$ cat config.mk
export PLATFORM = sky130hd
export DESIGN_NAME = popcount_accum
export DESIGN_NICKNAME = d
export VERILOG_FILES = /design/src/rtl/popcount_accum.sv
export SDC_FILE = /design/constraint.sdc
export NUM_CORES = 1
export LEC_CHECK = 0
export BUFFER_PORTS_ARGS = -buffer_cell sky130_fd_sc_hd__buf_2
export CAP_MARGIN = 25
export CORE_MARGIN = 5
export CORE_UTILIZATION = 46
export DETAILED_ROUTE_END_ITERATION = 7
export GPL_TIMING_DRIVEN = 0
export PLACE_DENSITY = 0.61
export SLEW_MARGIN = 20
export SYNTH_ARGS = -nofsm -noshare
export SYNTH_HDL_FRONTEND = slang
export SYNTH_SLANG_ARGS = --single-unit
$ cat constraint.sdc
create_clock -name clk -period 7.86 [get_ports clk]
set_input_delay 1.572 -clock clk [delete_from_list [all_inputs] [get_ports clk]]
set_output_delay 1.572 -clock clk [all_outputs]
set_load 0.01 [all_outputs]
$ cat src/rtl/popcount_accum.sv
// Pipelined popcount accumulator: per-beat ones-count, optional bipolar mapping,
// saturating multi-beat accumulation, valid/ready result register.

module popcount_tree #(
    parameter int N  = 2,
    parameter int CW = $clog2(N + 1)
) (
    input  logic [N-1:0]  bits,
    output logic [CW-1:0] cnt
);
    generate
        if (N == 1) begin : g_leaf
            assign cnt = bits;
        end else begin : g_split
            localparam int NL  = N / 2;
            localparam int NH  = N - NL;
            localparam int CWL = $clog2(NL + 1);
            localparam int CWH = $clog2(NH + 1);
            logic [CWL-1:0] cnt_l;
            logic [CWH-1:0] cnt_h;
            popcount_tree #(.N(NL)) u_lo (.bits(bits[NL-1:0]), .cnt(cnt_l));
            popcount_tree #(.N(NH)) u_hi (.bits(bits[N-1:NL]), .cnt(cnt_h));
            assign cnt = CW'(cnt_l) + CW'(cnt_h);
        end
    endgenerate
endmodule

module popcount_accum #(
    parameter int IN_W      = 14,
    parameter int ACC_W     = 16,
    parameter int MAX_BEATS = 64
) (
    input  logic                           clk,
    input  logic                           rst_n,
    input  logic                           in_valid,
    output logic                           in_ready,
    input  logic [IN_W-1:0]                in_data,
    input  logic                           in_last,
    input  logic                           in_mode,
    output logic                           out_valid,
    input  logic                           out_ready,
    output logic [ACC_W-1:0]               out_sum,
    output logic [$clog2(MAX_BEATS+1)-1:0] out_beats,
    output logic                           out_sat,
    output logic                           out_trunc
);
    localparam int CW = $clog2(IN_W + 1);
    localparam int BW = $clog2(MAX_BEATS + 1);
    localparam logic signed [ACC_W:0] IN_W_X  = (ACC_W + 1)'(IN_W);
    localparam logic [ACC_W-1:0]      SAT_MAX = {1'b0, {(ACC_W - 1){1'b1}}};
    localparam logic [ACC_W-1:0]      SAT_MIN = {1'b1, {(ACC_W - 1){1'b0}}};

    logic          en;
    logic [CW-1:0] pop_cnt;

    // stage P
    logic          p_valid;
    logic [CW-1:0] p_cnt;
    logic          p_last;
    logic          p_mode;

    // stage A
    logic [ACC_W-1:0] acc;
    logic [BW-1:0]    beats;
    logic             mode_q;
    logic             sat_q;
    logic             first;

    logic                    mode_eff;
    logic signed [ACC_W:0]   cnt_x;
    logic signed [ACC_W:0]   term;
    logic signed [ACC_W:0]   acc_x;
    logic signed [ACC_W:0]   sum_raw;
    logic                    ovf;
    logic [ACC_W-1:0]        sum_c;
    logic [BW:0]             beats_nx;
    logic                    hit_max;
    logic                    step;
    logic                    close;

    // A held, unconsumed result freezes every stage.
    assign en       = !(out_valid && !out_ready);
    assign in_ready = en;

    popcount_tree #(.N(IN_W)) u_pop (.bits(in_data), .cnt(pop_cnt));

    always_ff @(posedge clk or negedge rst_n) begin
        if (!rst_n) begin
            p_valid <= 1'b0;
            p_cnt   <= '0;
            p_last  <= 1'b0;
            p_mode  <= 1'b0;
        end else if (en) begin
            p_valid <= in_valid;
            if (in_valid) begin
                p_cnt  <= pop_cnt;
                p_last <= in_last;
                p_mode <= in_mode;
            end
        end
    end

    always_comb begin
        mode_eff = first ? p_mode : mode_q;
        cnt_x    = signed'({{(ACC_W + 1 - CW){1'b0}}, p_cnt});
        term     = mode_eff ? (cnt_x <<< 1) - IN_W_X : cnt_x;
        acc_x    = first ? '0 : signed'({acc[ACC_W-1], acc});
        sum_raw  = acc_x + term;
        // one extra bit is enough: a single term can't jump past the extended range
        ovf      = sum_raw[ACC_W] ^ sum_raw[ACC_W-1];
        sum_c    = ovf ? (sum_raw[ACC_W] ? SAT_MIN : SAT_MAX) : sum_raw[ACC_W-1:0];
        beats_nx = {1'b0, beats} + (BW + 1)'(1);
        hit_max  = (beats_nx == (BW + 1)'(MAX_BEATS));
        step     = en && p_valid;
        close    = step && (p_last || hit_max);
    end

    always_ff @(posedge clk or negedge rst_n) begin
        if (!rst_n) begin
            acc    <= '0;
            beats  <= '0;
            mode_q <= 1'b0;
            sat_q  <= 1'b0;
            first  <= 1'b1;
        end else if (step) begin
            if (close) begin
                acc   <= '0;
                beats <= '0;
                sat_q <= 1'b0;
                first <= 1'b1;
            end else begin
                acc    <= sum_c;
                beats  <= beats_nx[BW-1:0];
                sat_q  <= sat_q | ovf;
                mode_q <= mode_eff;
                first  <= 1'b0;
            end
        end
    end

    // en implies any held result is being consumed this cycle, so reload-or-clear.
    always_ff @(posedge clk or negedge rst_n) begin
        if (!rst_n) begin
            out_valid <= 1'b0;
            out_sum   <= '0;
            out_beats <= '0;
            out_sat   <= 1'b0;
            out_trunc <= 1'b0;
        end else if (en) begin
            out_valid <= close;
            if (close) begin
                out_sum   <= sum_c;
                out_beats <= beats_nx[BW-1:0];
                out_sat   <= sat_q | ovf;
                out_trunc <= !p_last;
            end
        end
    end
endmodule

-- After elaboration in Yosys (flattened, before gate mapping)
Cells that the tools add are included.
- add/sub/neg operators: 16
- equal/unequal tests: 1
- muxes and demuxes: 9
- bitwise logic cells: 4
- reductions and logical operators: 10
- operators with widths (kind ; number):
    16-bit 2-to-1 mux ; 3
    17-bit 2-to-1 mux ; 2
    17-bit adder ; 1
    1-bit by 1-bit adder with 2-bit output ; 6
    7-bit by 1-bit adder with 8-bit output, second input constant ; 1
    8-bit by 7-bit == test with 1-bit output, second input constant ; 1
    7-bit 2-to-1 mux ; 1
    2-bit by 2-bit adder with 3-bit output ; 2
    2-bit by 3-bit adder with 3-bit output ; 2
    2-bit AND reduction ; 3
    5-bit by 4-bit subtractor with 6-bit output, second input constant ; 1
    1-bit by 2-bit adder with 2-bit output ; 2
    3-bit by 3-bit adder with 4-bit output ; 1
    1-bit logical AND ; 3
    1-bit zero test ; 3
    1-bit 2-to-1 mux ; 3
    1-bit NOT ; 2
    1-bit logical OR ; 1
    1-bit bitwise OR ; 1
    1-bit XOR ; 1
- register bits: 59
- input port bits: 20
- output and inout port bits: 27
- word-level logic and storage cells: 54

-- Longest topological paths before layout
- word-level depth: 7
- gate-level depth with buffers: 16
- mapped depth without buffers: 13

-- Modules after synthesis
From an unflattened synthesis, not the netlist that was laid out.
- cell total of the unflattened synthesis: 459
- area total of the unflattened synthesis: 4101.4 um^2
- modules (own cells, without submodules) (module ; times used ; cells an instance ; area each (um^2) ; seq. area each (um^2)):
    popcount_accum ; 1 ; 395 ; 3568.4 ; 1477.7
    popcount_tree (u_pop.g_split.u_hi ...) ; 2 ; 7 ; 56.3 ; 0.0
    popcount_tree (u_pop.g_split.u_hi.g_split.u_hi.g_split.u_hi.g_split.u_hi ...) ; 14 ; 1 ; 7.5 ; 0.0
    popcount_tree (u_pop.g_split.u_hi.g_split.u_hi ...) ; 2 ; 7 ; 51.3 ; 0.0
    popcount_tree (u_pop) ; 1 ; 12 ; 95.1 ; 0.0
    popcount_tree (u_pop.g_split.u_hi.g_split.u_hi.g_split.u_hi ...) ; 6 ; 1 ; 12.5 ; 0.0
    popcount_tree (u_pop.g_split.u_hi.g_split.u_lo ...) ; 2 ; 2 ; 21.3 ; 0.0

-- Least setup slack after synthesis
Ideal clock, no wire load.
- path type: input to register
- start point: in in_data[0]
- end point: reg p_cnt[1]
- setup time: 125 ps
- arrival time: 4446 ps
- data required time: 7735 ps
- path slack: 3289 ps
- stages: 9
- buffers on the path: 0
- path through: inv_1 > fa_1 > fa_1 > fa_1 > fa_1 > inv_1 > ha_1 > fa_1 > mux2_2
- word-level cells in the longest chain between the ends: 3
- ends and longest elaborated chain (element ; RTL line ; text):
    start: declaration ; 37 ; input logic [IN_W-1:0] in_data,
    1-bit by 2-bit adder with 2-bit output ; 23 ; assign cnt = CW'(cnt_l) + CW'(cnt_h);
    2-bit by 3-bit adder with 3-bit output ; 23 ;
    3-bit by 3-bit adder with 4-bit output ; 23 ;
    net pop_cnt[1] ; 54 ; logic [CW-1:0] pop_cnt;
    end signal: assignment ; 96 ; p_cnt <= pop_cnt;
    end: declaration ; 58 ; logic [CW-1:0] p_cnt;
The timed path passes the listed nets, and every way through them passes these cells.
A chain may end at the register's enable or synchronous reset.

-- Final worst setup path
Same ends and word-level chain as after synthesis.

==> results.md <==
* Count of different cell masters after synthesis at 64
* Num rows at 34
* Most used cell, CP: fa_1
* Fin area at 4680 um^2
* GRT busiest layer: met2
* Crit. End Element: flip-flop
* R2R Setup Slk at 3.54 ns
* Clock buffer depth at 2
* Hold Path Class: reg2reg
* Vias in the first global route at 3,477
* Clock Skews at 0.0104 ns
* Layout cell share with drive strength beyond 1 at 16.5%
* WL per Instance at 16.3 um
* WL final at 10,300 um
* Sw Ratio at 45.8%
* Detail Route Antenna Nets at 0
* Area growth syn-to-layout at 14.5%
* Synth Register Bits at 59
* Min-Delay Endpoint: out_sat
* Crit Path Class: in2reg
* Total power density per cell area at 414 nW/um^2
* Fin util at 54.0%
* GP Congestion at 0.835
* Combinational cell fraction of total power at 58.4%
* Worst path cell trace: buf_2 > inv_1 > fa_1 > fa_1 > fa_1 > fa_1 > inv_1 > ha_1 > fa_1 > mux2_2
* Ys flop type: dfrtp_1
* Cells after synthesis at 466
* Met3 GRT Util at 2.79%
* Syn_nets at 513
* First DRT Iteration DRCs at 215
* DRT Pass-1 Iters at 5
* MaxCap Viol Count at 0
* Largest net degree at the start of global routing at 60
* Worst R2R Start: first
* Nets at 570
* Relative slew slack at 49.0%
* CTS clk-pin slew, worst paths at 0.07 ns
* Psw at 0.888 mW
* # fillers at 846
* Clk Tree Root Cell: clkbuf_8
* R2R cell count at 15
* Peak supply drop at 0.000241 V
* Mean Syn Cell Area at 8.77 um^2
* Worst hold path cell count at 2
* Fin. Hold Viols at 0
* Critical Path AT at 4.64 ns
* Slew @ Worst Pin at 0.760 ns
* CP max stage delay at 0.56 ns
* Vias/cell at 5.64
* Async set or reset register ratio after synthesis at 100%
* FF-to-FF End: out_sum[10]
* CTS Buf Count at 9
* TritonCTS clock tree: yes
* Worst path slowest cell: fa_1
* Hold-fix buffers, CTS at 0
* GRT overflow at 0
* Setup ws final at 3.44 ns
* P_int at 1.05 mW
* Synthesized cell area at 4090 um^2
* Final TNS setup at 0 ns
* Detailed-route via count at 3,585
* Die area at 10,900 um^2
* Clk Latency, worst-skew pair at 0.34 ns
* Height of the chip at 104 um
* Hold_sp: out_sat
* Tcrit/Tclk final at 56.2%
* Finished Layout Cells at 636
* Antenna diode count at 0
* Starting Density at 47.1%
* Ports at 47
* # setup viols final at 0
* Yosys Warn Count at 0
* Minimum clock period at 4.42 ns
* Power, Total at 1.94 mW
* EDFF count, synth at 0
* Detail Placement HPWL at 7790 um
* Fmax at 0.226 GHz
* Sequential power share at 25.4%
* DRC at 0
* Placed insts at 620
* Pre-CTS WS at 3.06 ns
* Buffers on Ports at 46
* Leakage at 2.23 nW
* CP required at 8.08 ns
* Global-route wire length before repair at 17,200 um
* Clk pwr share at 16.2%
* Core Box Area at 8680 um^2
* CTS H-tree lvls at 3
* Met2 Use GR at 31.5%
* Placed Area at 4460 um^2
* Count of clock tree sinks at 59
* Max-slew violation count at 0
* Status: finished, final reports clean
* Initial antenna violation count at 0
* CTS resizes at 0
* Sequential element share of the synthesized area at 36.1%
* CP max FO at 2
* Hold_ws at 0.470 ns
* Post-CTS Setup Inserts at 0
* Width of the die at 104 um
* Startpoint Class: input port
* Gr usage total at 19.3%
* M1 GR Usage at 26.6%
* RSZ-0062 raised after global routing: false
-- worst max path at each step --
| stage | to | slack [ns] | depth (start not counted) | start |
|---|---|---|---|---|
| 3_5_place_dp | p_cnt[1] | 3.06 | 10 | in_data[0] |
| 3_3_place_gp | p_cnt[1] | 3.13 | 10 | in_data[0] |
| 6_report | p_cnt[1] | 3.44 | 10 | in_data[0] |
| 5_1_grt | out_sum[10] | 3.20 | 15 | first |
| 2_1_floorplan | p_cnt[1] | 3.29 | 9 | in_data[0] |
| 4_1_cts | p_cnt[1] | 3.41 | 10 | in_data[0] |
-- registers in the layout (all words and copies together) (netlist names) --
| name | flops |
|---|---|
| p_valid | 1 |
| out_trunc | 1 |
| beats | 7 |
| p_last | 1 |
| out_sum | 16 |
| p_mode | 1 |
| sat_q | 1 |
| mode_q | 1 |
| first | 1 |
| p_cnt | 4 |
| out_valid | 1 |
| out_beats | 7 |
| out_sat | 1 |
| acc | 16 |
-- worst max-delay path: cells and delay by family --
kind / cells / cell delay, ns
adder cells (fa/ha/maj): 6 / 2.65
multiplexers: 1 / 0.26
buffers and inverters: 3 / 0.16
-- cell families (layout without fill, tap and decap cells) --
family | Yosys count | after routing | synth area share (%)
multiplexers | 11 | 11 | 3.12
XOR/XNOR | 18 | 18 | 3.86
AND/OR/NAND/NOR | 155 | 155 | 18.2
AO/OA/AOI/OAI | 139 | 139 | 22.3
adder cells (fa/ha/maj) | 28 | 28 | 10.3
flip-flops | 59 | 59 | 36.1
buffers and inverters | 56 | 118 | 6.09
-- placed cells by master (no fill, tap or decap), types with 4 or more instances in the layout --
cell      instances
a21o_1            8
a21oi_1          31
and2_1            4
buf_2            48
buf_6             4
clkbuf_1         16
clkbuf_8         10
dfrtp_1          58
fa_1             10
ha_1             17
inv_1            32
mux2_2            6
nand2_1          67
nand2b_1          9
nand3_1          10
nor2_1           27
nor2b_1          16
nor3_1            7
o21ai_0          53
o31ai_1           4
xnor2_1          15
-- power groups by stage --
stage / clock, mW / sequential, mW / combinational [mW]
final: 0.315 / 0.492 / 1.13
after global routing: 0.332 / 0.509 / 1.28
after CTS: 0.319 / 0.493 / 1.14
after detailed placement: 0 / 0.498 / 1.13
after floorplan: 0 / 0.506 / 0.808
after global placement: 0 / 0.495 / 1.11
-- cell type report --
class	instances	area, um^2	share of cell area (%)
clock buffer	10	138	2.94
sequential	59	1480	31.6
multi-input combinational	351	2360	50.4
clock inverter	6	88.8	1.90
timing repair buffer	46	233	4.97
buffer	23	120	2.57
inverter	33	129	2.75
tap	108	135	2.89
-- Yosys cell counts (all sizes together), types with 2 or more instances --
cell type  instances  area share [%]
nand2             68             6.6
dfrtp             58              36
o21ai             54             6.6
inv               33             3.2
a21oi             32             4.2
nor2              27             2.5
ha                17             5.2
clkbuf            16             1.5
nor2b             16             2.4
xnor2             15             3.2
fa                10             4.9
nand3             10             1.2
nand2b             9             1.4
a21o               8             1.5
mux2               8             2.4
buf                7             1.5
nor3               7            0.86
a41oi              4             1.3
and2               4            0.61
o31ai              4            0.73
a31oi              3            0.46
mux2i              3            0.73
o211ai             3            0.55
o21a               3            0.55
xor2               3            0.64
a2111oi            2            0.73
a211o              2            0.43
a21boi             2            0.37
a22o               2            0.43
and3               2            0.31
nor4               2            0.31
o2111a             2            0.55
o2111ai            2            0.43
o221ai             2            0.43
o31a               2            0.43
or2                2            0.31
or3                2            0.31
-- per-layer routing --
layer  vias to the layer above  wire (um)
li1                       1742          -
met5                         -          0
met1                      1743       4860
met4                         0        156
met3                        15        449
met2                        85       4880
No activity file was read; power rests on OpenSTA's default activity.
